--- src/rtl/sensor_pkg.sv ---
// Shared types and defaults for the clocked sensor monitor.
package sensor_pkg;

  typedef enum logic [1:0] {StIdle, StPending, StFault, StLatched} state_e;

  localparam logic [3:0] DEF_CRIT_MASK    = 4'b0001;
  localparam logic [3:0] DEF_PARTNER_MASK = 4'b1100;

  // Width needed to hold 0..cycles.
  function automatic int unsigned cnt_width(int unsigned cycles);
    return $clog2(cycles + 1);
  endfunction

endpackage

--- src/rtl/sensor_debounce.sv ---
// Counts consecutive raw fault samples; done fires on the sample that completes the run.
module sensor_debounce import sensor_pkg::*; #(
  parameter int unsigned DEBOUNCE_CYCLES = 4
) (
  input  logic clk,
  input  logic rst,
  input  logic raw,
  input  logic restart,
  output logic done
);

  localparam int unsigned     CntW = cnt_width(DEBOUNCE_CYCLES);
  localparam logic [CntW-1:0] Last = CntW'(DEBOUNCE_CYCLES - 1);

  logic [CntW-1:0] cnt_q, cnt_d;

  assign done = raw && !restart && (cnt_q == Last);

  // A clean sample or a completed run returns the count to zero.
  always_comb begin
    cnt_d = cnt_q;
    if (restart || !raw || done) begin
      cnt_d = '0;
    end else begin
      cnt_d = cnt_q + CntW'(1);
    end
  end

  always_ff @(posedge clk) begin
    if (rst) begin
      cnt_q <= '0;
    end else begin
      cnt_q <= cnt_d;
    end
  end

endmodule

--- src/rtl/sensor_monitor.sv ---
// Debounced, sticky sensor fault monitor with entry pulse, saturating count and snapshot.
module sensor_monitor import sensor_pkg::*; #(
  parameter int unsigned                   NUM_SENSORS     = 4,
  parameter logic [NUM_SENSORS-1:0]        CRIT_MASK       = NUM_SENSORS'(DEF_CRIT_MASK),
  parameter int unsigned                   PRIMARY_IDX     = 1,
  parameter logic [NUM_SENSORS-1:0]        PARTNER_MASK    = NUM_SENSORS'(DEF_PARTNER_MASK),
  parameter int unsigned                   DEBOUNCE_CYCLES = 4,
  parameter int unsigned                   COUNT_W         = 8
) (
  input  logic                   clk,
  input  logic                   rst,
  input  logic [NUM_SENSORS-1:0] sensors,
  input  logic [NUM_SENSORS-1:0] sensor_en,
  input  logic                   clear,
  output logic                   error,
  output logic                   error_pulse,
  output logic [COUNT_W-1:0]     fault_count,
  output logic [NUM_SENSORS-1:0] fault_snapshot
);

  // The primary sensor cannot partner itself.
  localparam logic [NUM_SENSORS-1:0] PartnerEff =
      PARTNER_MASK & ~(NUM_SENSORS'(1) << PRIMARY_IDX);

  state_e                   state_q;
  logic [NUM_SENSORS-1:0]   sens_q;
  logic [NUM_SENSORS-1:0]   snap_q;
  logic [COUNT_W-1:0]       count_q;
  logic                     error_q;
  logic                     pulse_q;
  logic                     raw;
  logic                     restart;
  logic                     done;

  assign raw     = (|(sens_q & CRIT_MASK)) | (sens_q[PRIMARY_IDX] & (|(sens_q & PartnerEff)));
  assign restart = (state_q == StFault) || (state_q == StLatched);

  sensor_debounce #(
    .DEBOUNCE_CYCLES(DEBOUNCE_CYCLES)
  ) u_debounce (
    .clk    (clk),
    .rst    (rst),
    .raw    (raw),
    .restart(restart),
    .done   (done)
  );

  always_ff @(posedge clk) begin
    if (rst) begin
      state_q <= StIdle;
      sens_q  <= '0;
      snap_q  <= '0;
      count_q <= '0;
      error_q <= 1'b0;
      pulse_q <= 1'b0;
    end else begin
      sens_q  <= sensors & sensor_en;
      pulse_q <= 1'b0;
      unique case (state_q)
        StIdle, StPending: begin
          if (done) begin
            state_q <= StFault;
            error_q <= 1'b1;
            pulse_q <= 1'b1;
            snap_q  <= sens_q;
            if (count_q != '1) begin
              count_q <= count_q + COUNT_W'(1);
            end
          end else if (raw) begin
            state_q <= StPending;
          end else begin
            state_q <= StIdle;
          end
        end
        StFault: begin
          if (!raw) begin
            state_q <= StLatched;
          end
        end
        StLatched: begin
          // A returning fault wins over a simultaneous acknowledge.
          if (raw) begin
            state_q <= StFault;
          end else if (clear) begin
            state_q <= StIdle;
            error_q <= 1'b0;
          end
        end
        default: begin
          state_q <= StIdle;
          error_q <= 1'b0;
        end
      endcase
    end
  end

  assign error          = error_q;
  assign error_pulse    = pulse_q;
  assign fault_count    = count_q;
  assign fault_snapshot = snap_q;

endmodule

--- config.mk ---
export PLATFORM = sky130hd
export DESIGN_NAME = sensor_monitor
export DESIGN_NICKNAME = d
export VERILOG_FILES = /design/src/rtl/sensor_pkg.sv /design/src/rtl/sensor_debounce.sv /design/src/rtl/sensor_monitor.sv
export SDC_FILE = /design/constraint.sdc
export NUM_CORES = 1
export LEC_CHECK = 0
export ABC_AREA = 1
export BUFFER_PORTS_ARGS = -buffer_cell sky130_fd_sc_hd__buf_2
export CAP_MARGIN = 20
export CORE_ASPECT_RATIO = 1.2
export CORE_MARGIN = 1.5
export CORE_UTILIZATION = 46
export DETAILED_ROUTE_END_ITERATION = 8
export PLACE_DENSITY = 0.73
export SYNTH_ARGS = -nofsm -noshare
export SYNTH_HDL_FRONTEND = slang
export SYNTH_HIERARCHICAL = 1
export SYNTH_SLANG_ARGS = --single-unit
--- constraint.sdc ---
create_clock -name clk -period 1.5 [get_ports clk]
set_input_delay 0.075 -clock clk [delete_from_list [all_inputs] [get_ports clk]]
set_output_delay 0.075 -clock clk [all_outputs]
set_load 0.005 [all_outputs]
* Yosys cells after proc, flatten, opt, wreduce, memory -nomap -nowiden
Index checks and enable logic that the tools add are counted.
Cells by class: add/subtract/negate cells 2, eq/ne operators 10, muxes and demuxes 11, bitwise operators 4, reduce and logical (&&, ||, !) cells 17
Operators by type and width (count):
- adder 8 x 1 -> 8 bit, second input constant | 1
- two-way mux 2 bit | 4
- inequality test 8 bit, second input constant | 1
- OR reduction 2 bit | 4
- inequality test 2 bit, second input constant | 3
- one-hot mux 2 bit (3 select lines) | 1
- two-way mux 1 bit | 5
- AND 4 bit | 1
- equality test 2 bit, second input constant | 2
- AND reduction 2 bit | 2
- AND reduction 4 bit | 1
- adder 3 x 1 -> 3 bit, second input constant | 1
- equality test 3 x 2 -> 1 bit, second input constant | 1
- logical OR 1 bit | 3
- inequality test 3 x 2 -> 1 bit, second input constant | 1
- AND reduction 3 bit | 1
- equality test 2 x 1 -> 1 bit, second input constant | 1
- logical AND 1 bit | 2
- zero test 1 bit | 2
- zero test 2 bit | 1
- inequality test 2 x 1 -> 1 bit, second input constant | 1
- one-hot mux 1 bit (2 select lines) | 1
- nonzero test 2 bit | 1
- AND 1 bit | 1
- 2 further kinds | 2
Word-level totals: register bits after elaboration 23, input bits 11, output and inout port bits 14, word-level logic and storage cells 51

* Longest topological paths before layout
depth in word-level cells 7, mapped depth 11, depth with buffers taken out 11

* Hierarchy
The synthesis kept the hierarchy.
Modules (own cells, without submodules):
- sensor_monitor | instances 1, cells each 125, area an instance 948.4 sq um, sequential area each 400.4 sq um
- sensor_debounce | instances 1, cells each 15, area an instance 131.4 sq um, sequential area each 60.1 sq um

* Worst setup path before layout
Ideal clock, no wire load.
path kind register to register, start register u_debounce.cnt_q[0], end register count_q[6] (netlist: fault_count[6]), library setup time 131 ps, data arrival time 1488 ps, data required time 1369 ps, setup slack -119 ps, cell stages (with the launch flop) 11, path buffers 0, period minus slack after synthesis 1619 ps, cell sequence dfxtp_1 -> ha_1 -> ha_1 -> nor3b_1 -> inv_1 -> nor2_8 -> inv_4 -> a21oi_4 -> nand3_1 -> nand2_1 -> nor2_1
Between the ends: cells in the longest elaborated chain, start to end 3
RTL lines:
- from (decl) | RTL line sensor_debounce.sv:15 | logic [CntW-1:0] cnt_q, cnt_d;
- from (signal assigned) | RTL line sensor_debounce.sv:33 | cnt_q <= cnt_d;
- equality test 3 x 2 -> 1 bit | RTL line sensor_debounce.sv:17 | assign done = raw && !restart && (cnt_q == Last);
- logical AND 1 bit | RTL line sensor_debounce.sv:17
- via done | RTL line sensor_monitor.sv:33 | logic done;
- AND reduction 3 bit (no source line)
- to (signal assigned) | RTL line sensor_monitor.sv:67 | count_q <= count_q + COUNT_W'(1);
- to (decl) | RTL line sensor_monitor.sv:28 | logic [COUNT_W-1:0] count_q;
The timed path passes the listed nets, and every way through them passes these cells. A chain may end at the register's enable or synchronous reset.

* Worst setup path in the final report
Ends and elaborated chain as after synthesis.

==> impl_metrics.json <==
{
  "status": "finished with violations",
  "failed_checks": "setup timing",
  "synth_top_cell_area_share_pct": 42.64,
  "grt_usage_pct": 20.09,
  "synth_common_cells": "nand2_1, nor2_1, dfxtp_1",
  "fp.dieW_um": 47.23,
  "max-slew-margin-rel_pct": 79.82,
  "skew_ps": 9.777,
  "synth_seq_cells": 23,
  "antenna_left": 0,
  "max_freq_ghz": 0.6572,
  "core_um2": 2258,
  "ys_types": 26,
  "layout_setup_ws_ps": -21.61,
  "synth_flop_cell": "dfxtp_1",
  "pin_count": 25,
  "cp-end-kind": "flip-flop",
  "numCtsBuffers": 3,
  "layoutNonFillerInstCount": 216,
  "cp.arrival_ps": 1760,
  "timing.critical_path.buf_inv": 2,
  "syn_avg_cell_area_um2": 7.713,
  "diodes": 0,
  "totalWireLength_mm": 2.332,
  "worstPathCellList": "ha_4, ha_4, nor3b_4, inv_2, nor2_8, inv_4, a21oi_4, nand3_2, nand2_1, nor2_1",
  "synth_fp_nets": 154,
  "rows": 19,
  "async_reset_ff_share_pct": 0,
  "hold_depth": 2,
  "drc": 0,
  "place_ws_ps": -51.74,
  "cp_top_family": "simple AND/OR/NAND/NOR gates",
  "grt_antenna_before_repair": 0,
  "synth.most_common_cell": "nand2_1",
  "crit_fanout": 6,
  "critPathKind": "flip-flop to flip-flop",
  "netlist_area_um2": 1080,
  "cpMostUsedCell": "ha_4",
  "max_cap_viol_count": 0,
  "grt_pass1_wl_mm": 3.829,
  "r2r_setup_slack_ps": -20,
  "timing.final.hold_violations": 0,
  "drive_gt1_share_pct": 37.30,
  "place.gp.congestion": 0.8505,
  "hold-worst-slack_ps": 23.45,
  "synth_edf_count": 0,
  "r2r_cells": 10,
  "areaGrowthSynthToFinish_pct": 37.54,
  "p_leak_nw": 0.7010,
  "worstReg2RegEnd": "fault_count[6]$_SDFFE_PP0P_",
  "root_buffer": "clkbuf_4",
  "fin_nets": 200,
  "drt_first_pass_iters": 5,
  "finalSetupViolations": 2,
  "cts_tree": "done",
  "n_fill_cell": 191,
  "start_util_pct": 47.81,
  "critPathLaunch": "u_debounce/cnt_q[0]$_SDFF_PP0_",
  "synth_top_cell_by_area": "dfxtp_1",
  "r2r_start": "u_debounce/cnt_q[0]$_SDFF_PP0_",
  "vdd_drop_max_mv": 0.5253,
  "worstSkewPairLatency_ps": 330,
  "slowest_delay_ps": 370,
  "vias_per_cell": 4.824,
  "die_h_um": 56.08,
  "clkSinkCount": 23,
  "min_period_over_period_pct": 101.4,
  "min-delay-start": "rst",
  "clockBufferDepth": 2,
  "rsz0062_at_grt": "true",
  "routedWlPerCell_um": 10.80,
  "cts_max_level": 1,
  "ys_top_cells_by_area": "dfxtp_1, nand2_1, nor2_1",
  "tightest_slew_ps": 302.3,
  "required_ps": 1740,
  "dp.cells": 203,
  "period_minus_slack_ps": 1522,
  "slowest_stage": "dfxtp_2",
  "hold_class": "input pin to flip-flop",
  "synth_warnings": 6,
  "via_count": 1042,
  "grt-ovfl-total": 0,
  "finalPower_w": 0.0009935,
  "start_kind": "flip-flop",
  "whs_endpoint": "fault_count[3]$_SDFFE_PP0P_",
  "ys_seq_area_share_pct": 42.64,
  "dpl_cell_area_um2": 1351,
  "clk_pin_slew_ps": 130,
  "power_density_nw_per_um2": 668.9,
  "design_area_um2": 1485,
  "dieArea_um2": 2648,
  "grt_max_degree": 15,
  "synth_cells": 140,
  "io_buffers": 24,
  "post-dp-hpwl_mm": 1.668,
  "drt_iter0_drc": 11,
  "drv_slew": 0,
  "grt_pass1_vias": 958
}
-- power breakdown --
part / internal, W / switching (W)
clock: 0.000102 / 0.000199
combinational: 0.0000380 / 0.0000320
sequential: 0.000618 / 0.00000385
-- metal layers --
metal	up-vias	wire length (um)	global-route usage [%]
li1	527	-	-
met1	480	873	20.82
met2	28	1310	35.33
met3	7	79	3.896
met4	0	68	10.32
met5	-	0	0
-- cell type report --
| class | instances | area, um2 | share of cell area [%] |
|---|---|---|---|
| tap | 31 | 38.79 | 2.612 |
| multi-input combinational | 98 | 600.6 | 40.44 |
| timing repair buffer | 43 | 282.8 | 19.04 |
| clock inverter | 1 | 7.507 | 0.5055 |
| inverter | 17 | 66.31 | 4.465 |
| clock buffer | 3 | 22.52 | 1.516 |
| sequential | 23 | 466.7 | 31.42 |
-- stage by stage --
stage / setup TNS [ps] / util, %
after floorplan: -21.67 / -
after global placement: -8.832 / 59.83
after detailed placement: -93.47 / 59.83
after CTS: -26.71 / 65.04
after global routing: -1007 / 65.76
final: -33.91 / 65.76
-- sequential cells by signal, indices dropped and copies added, names as in the netlist --
signal            flops
error                 1
error_pulse           1
state_q               2
u_debounce/cnt_q      3
fault_count           8
sens_q                4
fault_snapshot        4
-- cell usage in the layout (no fill, tap or decap), drive strengths merged --
cell | Yosys | routed
xnor2 | 1 | 1
o21ai | 8 | 8
nor3b | 1 | 1
o22ai | 1 | 1
clkinvlp | 0 | 1
nor2 | 28 | 28
inv | 17 | 17
nand4 | 1 | 1
a21oi | 8 | 8
ha | 3 | 3
buf | 1 | 35
nor3 | 1 | 1
nand3 | 7 | 7
nand2 | 36 | 36
dfxtp | 23 | 23
xor2 | 2 | 2
clkbuf | 1 | 3
nand3b | 1 | 1
dlygate4sd3 | 0 | 8
-- kinds of logic (layout without fill, tap and decap cells) --
kind of cell / count (synthesis) / count (layout) / synth area share, %
simple gates: 75 / 75 / 34.18
flops: 23 / 23 / 42.64
buf+inv: 19 / 64 / 6.837
compound gates: 17 / 17 / 10.43
fa+ha+maj: 3 / 3 / 3.477
xor+xnor: 3 / 3 / 2.434
-- worst max path at each step --
stage | endpoint | slack, ps | cells after the start
2_1_floorplan | fault_count[6]$_SDFFE_PP0P_ | -20 | 10
3_3_place_gp | fault_count[6]$_SDFFE_PP0P_ | -9 | 11
3_5_place_dp | fault_count[6]$_SDFFE_PP0P_ | -50 | 10
4_1_cts | fault_count[6]$_SDFFE_PP0P_ | -30 | 10
5_1_grt | fault_count[2]$_SDFFE_PP0P_ | -130 | 10
6_report | fault_count[6]$_SDFFE_PP0P_ | -20 | 10
-- what timing repair did --
| item | 4_1_cts | 5_1_grt |
|---|---|---|
| buffers inserted | 1 | 0 |
| gates cloned | 0 | 0 |
| pin swaps | 4 | 4 |
| gates resized for setup | 1 | 7 |
| hold buffers | 8 | 0 |
| endpoints found under the hold margin | 4 | 0 |
| setup endpoints to repair | 7 | 13 |
No activity file was read; power rests on OpenSTA's default activity.
